File: src/rtl/mult_div_unit.sv
// mult_div_unit: iterative 32x32 multiply / divide unit owning the HI and LO
// registers. Multiply is a 32-step shift-add and divide a 32-step restoring
// division, both on operand magnitudes, with the sign fixed up in a final
// cycle that also commits HI/LO. MTHI/MTLO write HI/LO directly when idle.
module mult_div_unit (
    input  logic        clk,
    input  logic        reset,
    input  logic        start,
    input  logic [5:0]  fncode,
    input  logic [31:0] op_a,
    input  logic [31:0] op_b,
    output logic        busy,
    output logic        done,
    output logic [31:0] hi,
    output logic [31:0] lo
);

    localparam logic [5:0] FN_MULT  = 6'b011000;
    localparam logic [5:0] FN_MULTU = 6'b011001;
    localparam logic [5:0] FN_DIV   = 6'b011010;
    localparam logic [5:0] FN_DIVU  = 6'b011011;
    localparam logic [5:0] FN_MTHI  = 6'b010001;
    localparam logic [5:0] FN_MTLO  = 6'b010011;

    typedef enum logic [1:0] {
        S_IDLE,
        S_ITER,
        S_FIX
    } state_e;

    state_e      state_q;
    logic [4:0]  cnt_q;
    logic        is_div_q;     // operation kind captured at accept
    logic        div_zero_q;   // divisor was zero: commit nothing
    logic        neg_res_q;    // product sign, or quotient sign
    logic        neg_rem_q;    // remainder sign (sign of dividend)
    logic [31:0] opnd_q;       // multiplicand or divisor magnitude
    logic [63:0] acc_q;        // {upper, lower} working register
    logic        busy_q;
    logic        done_q;
    logic [31:0] hi_q;
    logic [31:0] lo_q;

    // Request decode and operand magnitudes
    logic        req_mul;
    logic        req_div;
    logic        req_signed;
    logic [31:0] mag_a;
    logic [31:0] mag_b;

    // Per-iteration next values and sign-corrected results
    logic [32:0] mul_sum;
    logic [63:0] mul_d;
    logic        div_ge;
    logic [31:0] div_rem_d;
    logic [63:0] div_d;
    logic [63:0] acc_d;
    logic [63:0] prod_fix;
    logic [31:0] quo_fix;
    logic [31:0] rem_fix;

    // Decode the request and form operand magnitudes for the signed forms
    always_comb begin
        // NOTE: every signal gets a default first so no path leaves it unassigned and infers a latch.
        req_mul    = 1'b0;
        req_div    = 1'b0;
        req_signed = 1'b0;
        case (fncode)
            FN_MULT:  begin req_mul = 1'b1; req_signed = 1'b1; end
            FN_MULTU: req_mul = 1'b1;
            FN_DIV:   begin req_div = 1'b1; req_signed = 1'b1; end
            FN_DIVU:  req_div = 1'b1;
            default:  ;
        endcase
        mag_a = (req_signed && op_a[31]) ? (32'd0 - op_a) : op_a;
        mag_b = (req_signed && op_b[31]) ? (32'd0 - op_b) : op_b;
    end

    // One iteration of shift-add multiply or restoring divide, plus fix-up values
    always_comb begin
        // Multiply: multiplier in the low half, shifted out LSB first; the
        // partial product accumulates in the high half with its carry.
        mul_sum = {1'b0, acc_q[63:32]} + (acc_q[0] ? {1'b0, opnd_q} : 33'd0);
        mul_d   = {mul_sum, acc_q[31:1]};

        // Divide: remainder in the high half, dividend/quotient in the low
        // half. Shift one dividend bit into the remainder and try a subtract.
        div_ge    = acc_q[63:31] >= {1'b0, opnd_q};
        div_rem_d = div_ge ? (acc_q[62:31] - opnd_q) : acc_q[62:31];
        div_d     = {div_rem_d, acc_q[30:0], div_ge};

        acc_d = is_div_q ? div_d : mul_d;

        prod_fix = neg_res_q ? (64'd0 - acc_q) : acc_q;
        quo_fix  = neg_res_q ? (32'd0 - acc_q[31:0]) : acc_q[31:0];
        rem_fix  = neg_rem_q ? (32'd0 - acc_q[63:32]) : acc_q[63:32];
    end

    // Control FSM with datapath and architectural HI/LO
    always_ff @(posedge clk) begin
        // NOTE: sequential state uses non-blocking assignments so every register samples pre-edge values.
        if (!reset) begin
            // NOTE: datapath registers are cleared too, so an aborted operation leaves no stale state behind.
            state_q    <= S_IDLE;
            cnt_q      <= 5'd0;
            is_div_q   <= 1'b0;
            div_zero_q <= 1'b0;
            neg_res_q  <= 1'b0;
            neg_rem_q  <= 1'b0;
            opnd_q     <= 32'd0;
            acc_q      <= 64'd0;
            busy_q     <= 1'b0;
            done_q     <= 1'b0;
            hi_q       <= 32'd0;
            lo_q       <= 32'd0;
        end else begin
            done_q <= 1'b0;
            case (state_q)
                S_IDLE: begin
                    if (start) begin
                        if (fncode == FN_MTHI) begin
                            hi_q <= op_a;
                        end else if (fncode == FN_MTLO) begin
                            lo_q <= op_a;
                        end else if (req_mul || req_div) begin
                            state_q    <= S_ITER;
                            busy_q     <= 1'b1;
                            cnt_q      <= 5'd0;
                            is_div_q   <= req_div;
                            div_zero_q <= req_div && (op_b == 32'd0);
                            neg_res_q  <= req_signed && (op_a[31] ^ op_b[31]);
                            neg_rem_q  <= req_signed && op_a[31];
                            opnd_q     <= req_div ? mag_b : mag_a;
                            acc_q      <= {32'd0, req_div ? mag_a : mag_b};
                        end
                    end
                end
                S_ITER: begin
                    acc_q <= acc_d;
                    cnt_q <= cnt_q + 5'd1;
                    if (cnt_q == 5'd31) begin
                        state_q <= S_FIX;
                    end
                end
                S_FIX: begin
                    if (!is_div_q) begin
                        hi_q <= prod_fix[63:32];
                        lo_q <= prod_fix[31:0];
                    end else if (!div_zero_q) begin
                        hi_q <= rem_fix;
                        lo_q <= quo_fix;
                    end
                    done_q  <= 1'b1;
                    busy_q  <= 1'b0;
                    state_q <= S_IDLE;
                end
                default: begin
                    state_q <= S_IDLE;
                    busy_q  <= 1'b0;
                end
            endcase
        end
    end

    assign busy = busy_q;
    assign done = done_q;
    assign hi   = hi_q;
    assign lo   = lo_q;

endmodule
File: config.mk
export PLATFORM = sky130hd
export DESIGN_NAME = mult_div_unit
export DESIGN_NICKNAME = d
export VERILOG_FILES = /design/src/rtl/mult_div_unit.sv
export SDC_FILE = /design/constraint.sdc
export NUM_CORES = 1
export LEC_CHECK = 0
export BUFFER_PORTS_ARGS = -buffer_cell sky130_fd_sc_hd__buf_2
export CAP_MARGIN = 20
export CORE_MARGIN = 2
export CORE_UTILIZATION = 25
export CTS_BUF_LIST = sky130_fd_sc_hd__clkbuf_4 sky130_fd_sc_hd__clkbuf_8 sky130_fd_sc_hd__clkbuf_16
export DETAILED_ROUTE_END_ITERATION = 8
export PLACE_DENSITY = 0.44
export SETUP_SLACK_MARGIN = 0.1
export SLEW_MARGIN = 20
export SYNTH_ARGS = -nofsm -noshare
export SYNTH_HDL_FRONTEND = slang
export SYNTH_SLANG_ARGS = --single-unit
export TNS_END_PERCENT = 10
File: constraint.sdc
create_clock -name clk -period 8.65 [get_ports clk]
set_input_delay 1.73 -clock clk [delete_from_list [all_inputs] [get_ports clk]]
set_output_delay 1.73 -clock clk [all_outputs]
set_load 0.005 [all_outputs]
==> results.py <==
metrics = {
    "placed_design": {
        "placed_cells": 2873,
        "portBuffers": 138,
        "place_area_um2": 16300,
        "gp_congestion": 0.921,
        "place.detailed.hpwl_mm": 52.1,
    },
    "finish": {
        "area_growth_pct": 13.0,
        "fin_area_um2": 16800,
        "num-nets-final": 2264,
        "fin_util_pct": 28.5,
        "antenna_cells": 0,
        "stdcell_count": 2903,
        "drive_gt1_share_pct": 11.9,
    },
    "clocking": {
        "cts_resized": 0,
        "cts_tree": "done",
        "cts_made_buffers": 17,
        "cts_max_path_buffers": 2,
        "clock_latency_ns": 0.50,
        "h-tree-depth": 4,
        "clock-sinks": 173,
        "clk_pin_slew_worst_paths_ns": 0.07,
        "clockRootBuffer": "clkbuf_16",
        "ctsHoldBuffers": 0,
        "cts_setup_buffers": 0,
    },
    "critical_path": {
        "cp.required_ns": 9.09,
        "arrival_ns": 5.10,
        "crit_type": "input pin to flop",
        "critPathCaptureType": "flop",
        "crit_path_max_fanout": 47,
        "critPathLaunchType": "input pin",
    },
    "grt": {
        "antenna_found_initial": 0,
        "grt_pass1_wl_mm": 98.4,
        "gr-usage-all-layers_pct": 21.5,
        "grt_pass1_vias": 14900,
        "grt_max_degree": 74,
        "grt_overflow": 0,
    },
    "logic_synthesis": {
        "synth_top_area_share_pct": 23.2,
        "synth_edf_count": 0,
        "synth-main-ff-cell": "dfxtp_1",
        "postSynthAreaPerCell_um2": 7.20,
        "syn-num-nets": 2216,
        "synth_seq_cells": 173,
        "synth_cell_types": 82,
        "synthTopCellsByArea": "dfxtp_1 (23%), a21oi_1 (7.3%), nor2_1 (6.2%), ha_1 (5.9%), xnor2_1 (5.2%)",
        "yosysWarnings": 0,
        "synth_area_leader_cell": "dfxtp_1",
        "yosysSeqAreaShare_pct": 23.2,
        "async_flop_share_pct": 0,
        "syn_inst": 2071,
        "syn_area_um2": 14900,
    },
    "power_and_ir_drop": {
        "cellLeakagePower_nw": 6.76,
        "ir_drop_mv": 0.162,
        "p_per_area_nw_per_um2": 119,
        "power_mw": 2.01,
    },
    "die": {
        "start_util_pct": 25.3,
        "rows": 89,
        "core_um2": 59000,
        "die_h_um": 248,
        "io_pins": 139,
        "dieArea_um2": 61600,
        "die_w_um": 248,
    },
    "run": {
        "cap_viol_max_count": 0,
    },
    "route": {
        "drt_iter0_drc": 1500,
        "viasPerCell": 5.55,
        "drc_errors": 0,
        "num_vias": 16100,
        "final_antenna_net_count": 0,
        "wl_per_cell_um": 23.1,
        "firstDrtPassIters": 7,
        "routed_wl_mm": 67.1,
    },
    "timing": {
        "max_slew_margin_pct": 24.5,
        "rsz0062_at_grt": "no",
        "finalClockSkew_ns": 0.0119,
        "setup-violations-final": 0,
        "tightest_slew_ns": 1.13,
        "slew_viol_final": 0,
        "fin_crit_sh_pct": 53.9,
        "fin_tns_setup_ns": 0,
        "hold_viol": 0,
        "fmax_mhz": 215,
        "fin_crit_ns": 4.66,
    },
    "status": {
        "run_status": "finished clean",
    },
    "min_path": {
        "hold_class": "flop to flop",
    },
}
[layer usage]
layer	GRT usage, %	wire, um	up-vias
met3	3.51	4070	80
li1	-	-	7652
met1	31.2	32000	7812
met5	0	0	-
met2	32.6	29500	579
met4	6.07	1500	0
[cell usage in the layout (no fill, tap or decap), types with 7 or more instances in the layout]
cell	n
or3_1	19
o221ai_1	17
a311oi_1	14
nor3_1	51
o21ai_0	135
or2_2	11
a31oi_1	25
inv_1	68
nand2b_1	15
nand3_1	52
o31ai_1	23
a21o_1	29
mux2_2	15
a221o_1	8
nor4_1	16
o22ai_1	13
dfxtp_1	172
and2_1	15
a211o_1	17
nand4_1	17
and3_1	23
xor2_1	72
xnor2_1	88
a211oi_1	41
nor2_1	242
a21oi_1	217
mux2i_1	31
nand2_1	204
buf_2	138
clkbuf_16	17
o211ai_1	36
or4_1	13
buf_4	26
a22oi_1	13
nor2b_1	7
o41ai_1	12
o21a_1	16
o21bai_1	11
ha_1	70
[synth_stat cells, types with 16 or more instances]
cell / instances
o221ai_1: 17
nor3_1: 52
dfxtp_1: 173
nand3_1: 52
xnor2_1: 88
mux2i_1: 31
clkbuf_1: 113
or3_1: 19
a211oi_1: 41
nor2_1: 245
inv_1: 69
a21o_1: 29
nand4_1: 17
a31oi_1: 25
a211o_1: 17
nor4_1: 16
a21oi_1: 218
and3_1: 23
ha_1: 70
o21a_1: 16
xor2_1: 72
o211ai_1: 36
buf_1: 17
nand2_1: 205
o21ai_0: 135
o31ai_1: 23
[final timing paths]
| check | startpoint | end | slack [ns] | depth (start not counted) |
|---|---|---|---|---|
| hold / removal | opnd_q[5]$_SDFFE_PN0P_ | opnd_q[5]$_SDFFE_PN0P_ | 0.45 | 2 |
| setup / recovery | fncode[1] | hi[8]$_SDFFE_PN0P_ | 3.99 | 6 |
| hold reg to reg | opnd_q[5]$_SDFFE_PN0P_ | opnd_q[5]$_SDFFE_PN0P_ | 0.45 | 2 |
| setup reg to reg | acc_q[0]$_SDFFE_PN0P_ | acc_q[63]$_SDFFE_PN0P_ | 4.54 | 12 |
[power breakdown]
part	leakage, nW	total, mW	internal, mW	switching [mW]
Clock	0.259	0.790	0.403	0.387
Combinational	5.11	0.395	0.128	0.267
Sequential	1.40	0.824	0.807	0.0165
[critical path, cell delays in order]
cell and delay, ns:
buf_2 0.62, clkinv_1 0.75, and2_1 0.37, o21a_1 0.54, nor2_1 0.79, a22o_1 0.26
[state kept, by name, summed over array words and instances, names as in the netlist]
signal      count
opnd_q         32
acc_q          64
neg_rem_q       1
div_zero_q      1
lo             32
busy            1
hi             32
neg_res_q       1
done            1
is_div_q        1
state_q         2
cnt_q           5
[area by class of cell]
cell class,instances,area (um^2)
fillers,6557,42200
multi-input cells,1692,10700
flip-flops and latches,173,3460
well taps,773,967
repair buffers,164,886
clock buffers,18,439
inverters,71,268
clock inverters,12,115
[per-stage QoR]
stage / worst slack [ns] / hold WS (ns)
3_3_place_gp: 3.71 / 0.444
4_1_cts: 4.15 / 0.454
3_5_place_dp: 3.61 / 0.445
6_report: 3.99 / 0.452
5_1_grt: 3.72 / 0.476
2_1_floorplan: 4.79 / 0.432
[cells by family after synthesis]
group / share of synthesized area, %
AO/OA/AOI/OAI: 29.8
XOR/XNOR: 9.40
adder cells (fa/ha/maj): 6.14
buffers and inverters: 5.27
flip-flops: 23.2
multiplexers: 3.21
AND/OR/NAND/NOR: 22.9
No activity file was read; power rests on OpenSTA's default activity.
